===== src/rtl/load_extend_ctrl.sv =====
// Multi-cycle load unit for the MIPS_32 memory stage: issues a word-aligned read
// over a req/ack handshake, extracts the addressed lane and sign/zero-extends it.
module load_extend_ctrl #(
    parameter int unsigned ADDR_W      = 32,
    parameter int unsigned RD_W        = 5,
    parameter int unsigned TIMEOUT_CYC = 16
) (
    input  logic              clk,
    input  logic              rst,
    input  logic              ld_valid,
    output logic              ld_ready,
    input  logic [ADDR_W-1:0] ld_addr,
    input  logic [1:0]        ld_size,
    input  logic              ld_unsigned,
    input  logic [RD_W-1:0]   ld_rd,
    output logic              mem_req,
    output logic [ADDR_W-1:0] mem_addr,
    input  logic              mem_ack,
    input  logic [31:0]       mem_rdata,
    output logic              wb_valid,
    output logic [31:0]       wb_data,
    output logic [RD_W-1:0]   wb_rd,
    output logic              exc_valid,
    output logic [1:0]        exc_code,
    output logic              busy
);

    typedef enum logic [1:0] {
        ST_IDLE,
        ST_REQ,
        ST_DONE,
        ST_EXC
    } state_t;

    localparam logic [1:0] SZ_BYTE = 2'b00;
    localparam logic [1:0] SZ_HALF = 2'b01;
    localparam logic [1:0] SZ_WORD = 2'b10;
    localparam logic [1:0] SZ_ILL  = 2'b11;

    localparam logic [1:0] EXC_MISALIGN = 2'b01;
    localparam logic [1:0] EXC_TIMEOUT  = 2'b10;
    localparam logic [1:0] EXC_ILLSIZE  = 2'b11;

    // Counter value at which the final allowed request cycle is being sampled.
    localparam logic [7:0] TIMEOUT_LAST = 8'(TIMEOUT_CYC - 1);

    state_t            state_q, state_d;
    logic [ADDR_W-1:0] addr_q, addr_d;
    logic [1:0]        size_q, size_d;
    logic              uns_q, uns_d;
    logic [RD_W-1:0]   rd_q, rd_d;
    logic [7:0]        cnt_q, cnt_d;
    logic [31:0]       wb_data_q, wb_data_d;
    logic [RD_W-1:0]   wb_rd_q, wb_rd_d;
    logic [1:0]        exc_code_q, exc_code_d;

    logic [7:0]        lane_byte;
    logic [15:0]       lane_half;
    logic [31:0]       ext_data;

    always_ff @(posedge clk or posedge rst) begin
        if (rst) begin
            state_q    <= ST_IDLE;
            addr_q     <= '0;
            size_q     <= '0;
            uns_q      <= 1'b0;
            rd_q       <= '0;
            cnt_q      <= '0;
            wb_data_q  <= '0;
            wb_rd_q    <= '0;
            exc_code_q <= '0;
        end else begin
            state_q    <= state_d;
            addr_q     <= addr_d;
            size_q     <= size_d;
            uns_q      <= uns_d;
            rd_q       <= rd_d;
            cnt_q      <= cnt_d;
            wb_data_q  <= wb_data_d;
            wb_rd_q    <= wb_rd_d;
            exc_code_q <= exc_code_d;
        end
    end

    // Lane extraction and extension of the incoming read word.
    always_comb begin
        lane_byte = 8'h00;
        case (addr_q[1:0])
            2'b00:   lane_byte = mem_rdata[7:0];
            2'b01:   lane_byte = mem_rdata[15:8];
            2'b10:   lane_byte = mem_rdata[23:16];
            default: lane_byte = mem_rdata[31:24];
        endcase
        lane_half = addr_q[1] ? mem_rdata[31:16] : mem_rdata[15:0];

        ext_data = mem_rdata;
        case (size_q)
            SZ_BYTE: ext_data = uns_q ? {24'h000000, lane_byte}
                                      : {{24{lane_byte[7]}}, lane_byte};
            SZ_HALF: ext_data = uns_q ? {16'h0000, lane_half}
                                      : {{16{lane_half[15]}}, lane_half};
            default: ext_data = mem_rdata;
        endcase
    end

    always_comb begin
        state_d    = state_q;
        addr_d     = addr_q;
        size_d     = size_q;
        uns_d      = uns_q;
        rd_d       = rd_q;
        cnt_d      = cnt_q;
        wb_data_d  = wb_data_q;
        wb_rd_d    = wb_rd_q;
        exc_code_d = exc_code_q;

        case (state_q)
            ST_IDLE: begin
                if (ld_valid) begin
                    addr_d = ld_addr;
                    size_d = ld_size;
                    uns_d  = ld_unsigned;
                    rd_d   = ld_rd;
                    if (ld_size == SZ_ILL) begin
                        exc_code_d = EXC_ILLSIZE;
                        state_d    = ST_EXC;
                    end else if ((ld_size == SZ_HALF && ld_addr[0]) ||
                                 (ld_size == SZ_WORD && ld_addr[1:0] != 2'b00)) begin
                        exc_code_d = EXC_MISALIGN;
                        state_d    = ST_EXC;
                    end else begin
                        cnt_d   = '0;
                        state_d = ST_REQ;
                    end
                end
            end
            ST_REQ: begin
                // An ack on the last allowed cycle takes priority over the timeout.
                if (mem_ack) begin
                    wb_data_d = ext_data;
                    wb_rd_d   = rd_q;
                    state_d   = ST_DONE;
                end else if (cnt_q == TIMEOUT_LAST) begin
                    exc_code_d = EXC_TIMEOUT;
                    state_d    = ST_EXC;
                end else begin
                    cnt_d = cnt_q + 8'd1;
                end
            end
            ST_DONE: state_d = ST_IDLE;
            ST_EXC:  state_d = ST_IDLE;
            default: state_d = ST_IDLE;
        endcase
    end

    assign ld_ready  = (state_q == ST_IDLE);
    assign busy      = (state_q != ST_IDLE);
    assign mem_req   = (state_q == ST_REQ);
    assign mem_addr  = {addr_q[ADDR_W-1:2], 2'b00};
    assign wb_valid  = (state_q == ST_DONE);
    assign exc_valid = (state_q == ST_EXC);
    assign wb_data   = wb_data_q;
    assign wb_rd     = wb_rd_q;
    assign exc_code  = exc_code_q;

endmodule

===== config.mk =====
export PLATFORM = sky130hd
export DESIGN_NAME = load_extend_ctrl
export DESIGN_NICKNAME = d
export VERILOG_FILES = /design/src/rtl/load_extend_ctrl.sv
export SDC_FILE = /design/constraint.sdc
export NUM_CORES = 1
export LEC_CHECK = 0
export ABC_AREA = 1
export CORE_ASPECT_RATIO = 0.5
export CORE_MARGIN = 10
export CORE_UTILIZATION = 41
export DETAILED_ROUTE_END_ITERATION = 8
export PLACE_DENSITY = 0.78
export SLEW_MARGIN = 15
export SYNTH_ARGS = -nofsm -noshare
export SYNTH_HDL_FRONTEND = slang
export SYNTH_SLANG_ARGS = --single-unit

===== constraint.sdc =====
create_clock -name clk -period 2.76 [get_ports clk]
set_input_delay 0.276 -clock clk [delete_from_list [all_inputs] [get_ports clk]]
set_output_delay 0.276 -clock clk [all_outputs]
set_load 0.02 [all_outputs]

==> impl_metrics.json, run 1 <==
{
  "status": "complete, no violations",
  "drc": 0,
  "antenna_cells": 0,
  "start_util_pct": 41.97,
  "drv_cap": 0,
  "ant_nets": 0,
  "async_flop_share_pct": 100.0,
  "cts-htree-levels": 3,
  "drive_above_1_share_pct": 16.17,
  "synth_sequential_area_ratio_pct": 44.95,
  "worst_r2r_path_depth": 8,
  "cp.required_ps": 2480,
  "synth-edff-count": 0,
  "grt-ovfl-total": 0,
  "synthCells": 551,
  "cp-start-kind": "register",
  "fin_ws_ps": 740.1,
  "rsz0062_at_grt": "no",
  "worstPathMaxFanout": 12,
  "portBuffers": 149,
  "fp-row-count": 28,
  "firstDrtPassIters": 4,
  "synth_area_um2": 4955,
  "cts_tree": "yes",
  "setup_violations": 0,
  "filler_cell_count": 1036,
  "grt_antenna_before_repair": 0,
  "slew_violations": 0,
  "hold_viol": 0,
  "endpoint_kind": "output pin",
  "post-place-ws_ps": 788.0,
  "synth_cell_type_count": 37,
  "clock.fmax_mhz": 495.1,
  "crit_start": "state_q[1]",
  "wl_um": 13290,
  "drt_iter0_drc": 244,
  "power_per_cell_area_nw_per_um2": 1166,
  "clock_latency_ps": 340,
  "ctsResizeCount": 0,
  "yosys_warnings": 0,
  "synth_flop_cell": "dfrtp_1",
  "fin_skew_ps": 6.308,
  "max_slew_margin_pct": 52.83,
  "clkSinkCount": 89,
  "r2r-start": "state_q[0]",
  "cts-root-buf": "clkbuf_16",
  "avgViaCountPerCell": 4.663,
  "leakagePower_nw": 3.139,
  "globalplace.congestion": 0.8862,
  "hpwlAfterDp_um": 9946,
  "vias": 3884,
  "min_period_ps": 2020,
  "arrival_ps": 1740,
  "worst_ir_drop_vdd_v": 0.0004806,
  "synth.avg_cell_area_um2": 8.992,
  "fp.coreArea_um2": 11810,
  "grt_pass1_vias": 3996,
  "ctsHoldBuffers": 0,
  "r2r_setup_slack_ps": 990,
  "die_area_um2": 17150,
  "die_width_um": 175.5,
  "numCtsBuffers": 9,
  "area_delta_synth_final_pct": 33.48,
  "post_drt_wl_per_cell_um": 15.95,
  "die_h_um": 97.74,
  "grt_max_degree": 71,
  "tns_ps": 0,
  "grt_first_pass_wirelength_um": 21460,
  "layout.nets": 740,
  "crit_end": "mem_req",
  "cts_setup_buffers": 0,
  "period_share_pct": 73.19,
  "ys_ff_latch": 89,
  "clk_path_buf_depth": 2,
  "hp-class": "primary input to asynchronous set/reset pin",
  "io_pins": 152,
  "critPathKind": "register to output pin",
  "worstReg2RegEnd": "cnt_q[2]",
  "clk_pin_slew_ps": 70,
  "tightest_slew_ps": 707.5,
  "grt_use_total_pct": 15.38
}
-- worst min-delay path by stage --
stage                     start  slack, ps          to  depth (start not counted)
global placement        rd_q[0]        450    wb_rd[0]                          2
CTS                         rst        240  addr_q[22]                          2
global route                rst        240  addr_q[28]                          2
detailed placement     wb_rd[4]        460    wb_rd[4]                          2
floorplan           ld_addr[10]        420  addr_q[10]                          1
finish                      rst        230  addr_q[28]                          2
-- layout by cell type, fill, tap and decap left out, drive strengths merged --
cell type      instances
nand2                152
clkdlybuf4s50        149
dfrtp                 89
inv                   48
nand3                 45
nor2                  41
mux2                  35
a21oi                 26
or2                   25
o21ai                 22
clkbuf                 9
buf                    5
clkinvlp               3
clkinv                 3
nand4                  2
o211ai                 2
a21boi                 2
xor2                   2
conb                   2
nor3                   1
o22ai                  1
xnor2                  1
o21bai                 1
ha                     1
bufinv                 1
-- layer usage --
| metal | wire (µm) | vias to the layer above | global-route usage, % |
|---|---|---|---|
| li1 | - | 1929 | - |
| met4 | 255 | 0 | 5.117 |
| met3 | 656 | 19 | 3.574 |
| met2 | 6787 | 103 | 27.02 |
| met5 | 0 | - | 0 |
| met1 | 5590 | 1833 | 18.26 |
-- synthesized netlist by cell type, types with 2 or more instances --
cell | number | area, µm²
a21boi_1 | 2 | 15.01
a21oi_1 | 5 | 25.02
a21oi_2 | 21 | 183.9
buf_2 | 9 | 45.04
buf_4 | 37 | 277.8
buf_6 | 6 | 67.56
dfrtp_1 | 89 | 2227
inv_1 | 41 | 153.9
inv_2 | 5 | 18.77
inv_4 | 2 | 12.51
mux2_2 | 5 | 56.30
mux2_4 | 30 | 450.4
nand2_1 | 145 | 544.3
nand2_2 | 3 | 18.77
nand2_4 | 4 | 45.04
nand3_1 | 43 | 215.2
nand4_1 | 2 | 12.51
nor2_1 | 37 | 138.9
nor2_4 | 3 | 33.78
o211ai_1 | 2 | 15.01
o21ai_0 | 14 | 70.07
o21ai_1 | 7 | 35.03
or2_1 | 17 | 106.4
or2_2 | 8 | 50.05
xor2_1 | 2 | 17.52
-- cell type report --
class	count	area [µm²]	share of cell area [%]
clock buffers	9	225.2	3.405
clock inverters	7	78.83	1.192
inverters	48	186.4	2.819
multi-input cells	361	2148	32.48
flip-flops and latches	89	2227	33.67
well taps	165	206.4	3.121
repair buffers	154	1541	23.31
-- where the power goes --
| part | total, mW | internal, mW | switching (mW) | leakage [nW] |
|---|---|---|---|---|
| clock | 1.25 | 0.708 | 0.544 | 0.138 |
| combinational | 4.15 | 1.96 | 2.19 | 1.93 |
| sequential | 2.31 | 1.92 | 0.389 | 1.07 |
| total | 7.71 | 4.59 | 3.12 | 3.14 |
-- critical path: stages (launching register included) --
cell	delay (ps)
dfrtp_1	430
inv_2	110
nand2_4	150
inv_4	110
clkdlybuf4s50_1	610
-- cells by family (layout without fill, tap and decap cells) --
group           after synthesis  count (layout)  share of synthesized area [%]
simple gates                266             266                          24.80
buf+inv                     102             218                          11.77
flops                        89              89                          44.95
compound gates               54              54                          7.399
mux                          35              35                          10.23
xor+xnor                      3               3                         0.5304
fa+ha+maj                     1               1                         0.2525
other cells                   1               2                        0.07568
-- flip-flops by register name (all words and copies together) (netlist names) --
register,count
wb_rd,5
exc_code,2
addr_q,32
rd_q,5
state_q,2
wb_data,32
size_q,2
cnt_q,8
uns_q,1
-- metrics by stage --
stage	utilization [%]	power (mW)	hold WS, ps	cells	instance area [µm²]
after floorplan	-	5.198	424.5	552	4959
after CTS	56.02	7.800	237.3	833	6614
after global routing	56.02	8.203	242.0	833	6614
after global placement	53.44	6.420	451.3	817	6310
after detailed placement	53.44	6.497	462.4	817	6310
final	56.02	7.710	225.9	833	6614
Note: power is estimated with default switching activity, not from simulation.
==> run 2: changes to the inputs <==
Settings changed: PLACE_DENSITY 0.78 to 0.76.
Clock period 2.76 ns to 2.05 ns, I/O delays scaled along.
==> run 2 against run 1 <==
  * Cell count rose by 0.60%
  * First-iteration DRC count shrank 4.1%
  * Global-route usage rose by 0.42 points
  * Hold slack better by 48 ps
  * Via count rose by 3.2%
  * Non-clock buffer count rose by 5
==> impl_metrics.json, run 2 (same netlist as run 1, synthesis figures left out) <==
{
  "status": "complete, no violations",
  "io_pins": 152,
  "numCtsBuffers": 9,
  "seq_area_um2": 2227,
  "fin_skew_ps": 6.284,
  "die_width_um": 175.5,
  "cts_tree": "yes",
  "clock_latency_ps": 340,
  "r2r_setup_slack_ps": 380,
  "drive_above_1_share_pct": 16.64,
  "wl_um": 13590,
  "cts_setup_buffers": 0,
  "slew_violations": 0,
  "cts-htree-levels": 3,
  "portBuffers": 149,
  "drc": 0,
  "cp.required_ps": 1850,
  "grt_use_total_pct": 15.80,
  "setup_violations": 0,
  "min_period_ps": 1938,
  "dp.cells": 822,
  "hpwlAfterDp_um": 10290,
  "antenna_cells": 0,
  "power_per_cell_area_nw_per_um2": 1569,
  "layout.nets": 745,
  "die_h_um": 97.74,
  "post_drt_wl_per_cell_um": 16.22,
  "worstPathMaxFanout": 12,
  "multi_input_area_um2": 2148,
  "hp-class": "primary input to asynchronous set/reset pin",
  "endpoint_kind": "output pin",
  "worst_r2r_path_depth": 8,
  "die_area_um2": 17150,
  "grt_antenna_before_repair": 0,
  "grt-ovfl-total": 0,
  "power_mw": 10.48,
  "drv_cap": 0,
  "finalNonFillerCells": 838,
  "hold_ws_ps": 274.3,
  "fp.coreArea_um2": 11810,
  "area_delta_synth_final_pct": 34.87,
  "ctsResizeCount": 0,
  "worstReg2RegEnd": "wb_data[13]",
  "grt_first_pass_wirelength_um": 22050,
  "rsz0062_at_grt": "no",
  "ctsHoldBuffers": 0,
  "tns_ps": 0,
  "filler_cell_count": 1062,
  "ant_nets": 0,
  "start_util_pct": 41.97,
  "period_share_pct": 94.56,
  "avgViaCountPerCell": 4.782,
  "vias": 4007,
  "r2r-start": "state_q[1]",
  "cp-start-kind": "register",
  "clk_path_buf_depth": 2,
  "worst_ir_drop_vdd_v": 0.0005447,
  "max_slew_margin_pct": 64.54,
  "hold_viol": 0,
  "clkSinkCount": 89,
  "grt_pass1_vias": 4162,
  "drt_iter0_drc": 234,
  "firstDrtPassIters": 5,
  "cts-root-buf": "clkbuf_16",
  "globalplace.congestion": 0.8811,
  "leakagePower_nw": 3.179,
  "fp-row-count": 28,
  "final_common_cell": "clkdlybuf4s50_1",
  "arrival_ps": 1730,
  "clock.fmax_mhz": 515.9,
  "clk_pin_slew_ps": 70,
  "grt_max_degree": 43,
  "tightest_slew_ps": 530.8,
  "critPathKind": "register to output pin",
  "final_cell_mix": "clkdlybuf4s50_1 (149), nand2_1 (145), dfrtp_1 (89), nand3_1 (43), inv_1 (40)"
}
run 2: worst max-delay path, cell delays in order, from the launching register on:
cell             delay, ps
dfrtp_1                430
inv_2                  110
nand2_4                140
inv_4                  110
clkdlybuf4s50_1        600
run 2: through the flow:
step | instance area, µm² | setup slack (ps) | utilization, %
4_1_cts | 6683 | 89.62 | 56.60
2_1_floorplan | 4962 | 657.0 | -
6_report | 6683 | 111.5 | 56.60
5_1_grt | 6683 | 46.71 | 56.60
3_5_place_dp | 6375 | 278.5 | 54.00
3_3_place_gp | 6375 | 314.6 | 54.00
run 2: worst max path at each step:
stage	start	to	cells after the start	slack [ps]
after detailed placement	mem_ack	wb_data[30]	8	280
after floorplan	state_q[0]	addr_q[10]	4	660
after global placement	ld_valid	addr_q[6]	4	310
after CTS	state_q[1]	mem_req	4	90
final	state_q[1]	mem_req	4	110
after global routing	state_q[1]	mem_req	4	50
run 2: report_power, final:
group	total [mW]	internal, mW	switching [mW]
clock network	1.70	1.01	0.686
registers	3.12	2.58	0.536
logic	5.67	2.69	2.98
run 2: layout make-up:
class,count,share of cell area (%)
Tap cell,165,3.089
Multi-Input combinational cell,361,32.15
Timing Repair Buffer,159,24.00
Clock buffer,12,3.838
Clock inverter,4,0.7676
Sequential cell,89,33.33
Inverter,48,2.827
run 2: metal layers:
| metal | up-vias | track usage (%) | routed length (µm) |
|---|---|---|---|
| met4 | 0 | 3.433 | 131 |
| met5 | - | 0 | 0 |
| met3 | 14 | 4.343 | 837 |
| met2 | 129 | 29.25 | 7197 |
| li1 | 1947 | - | - |
| met1 | 1917 | 17.82 | 5425 |
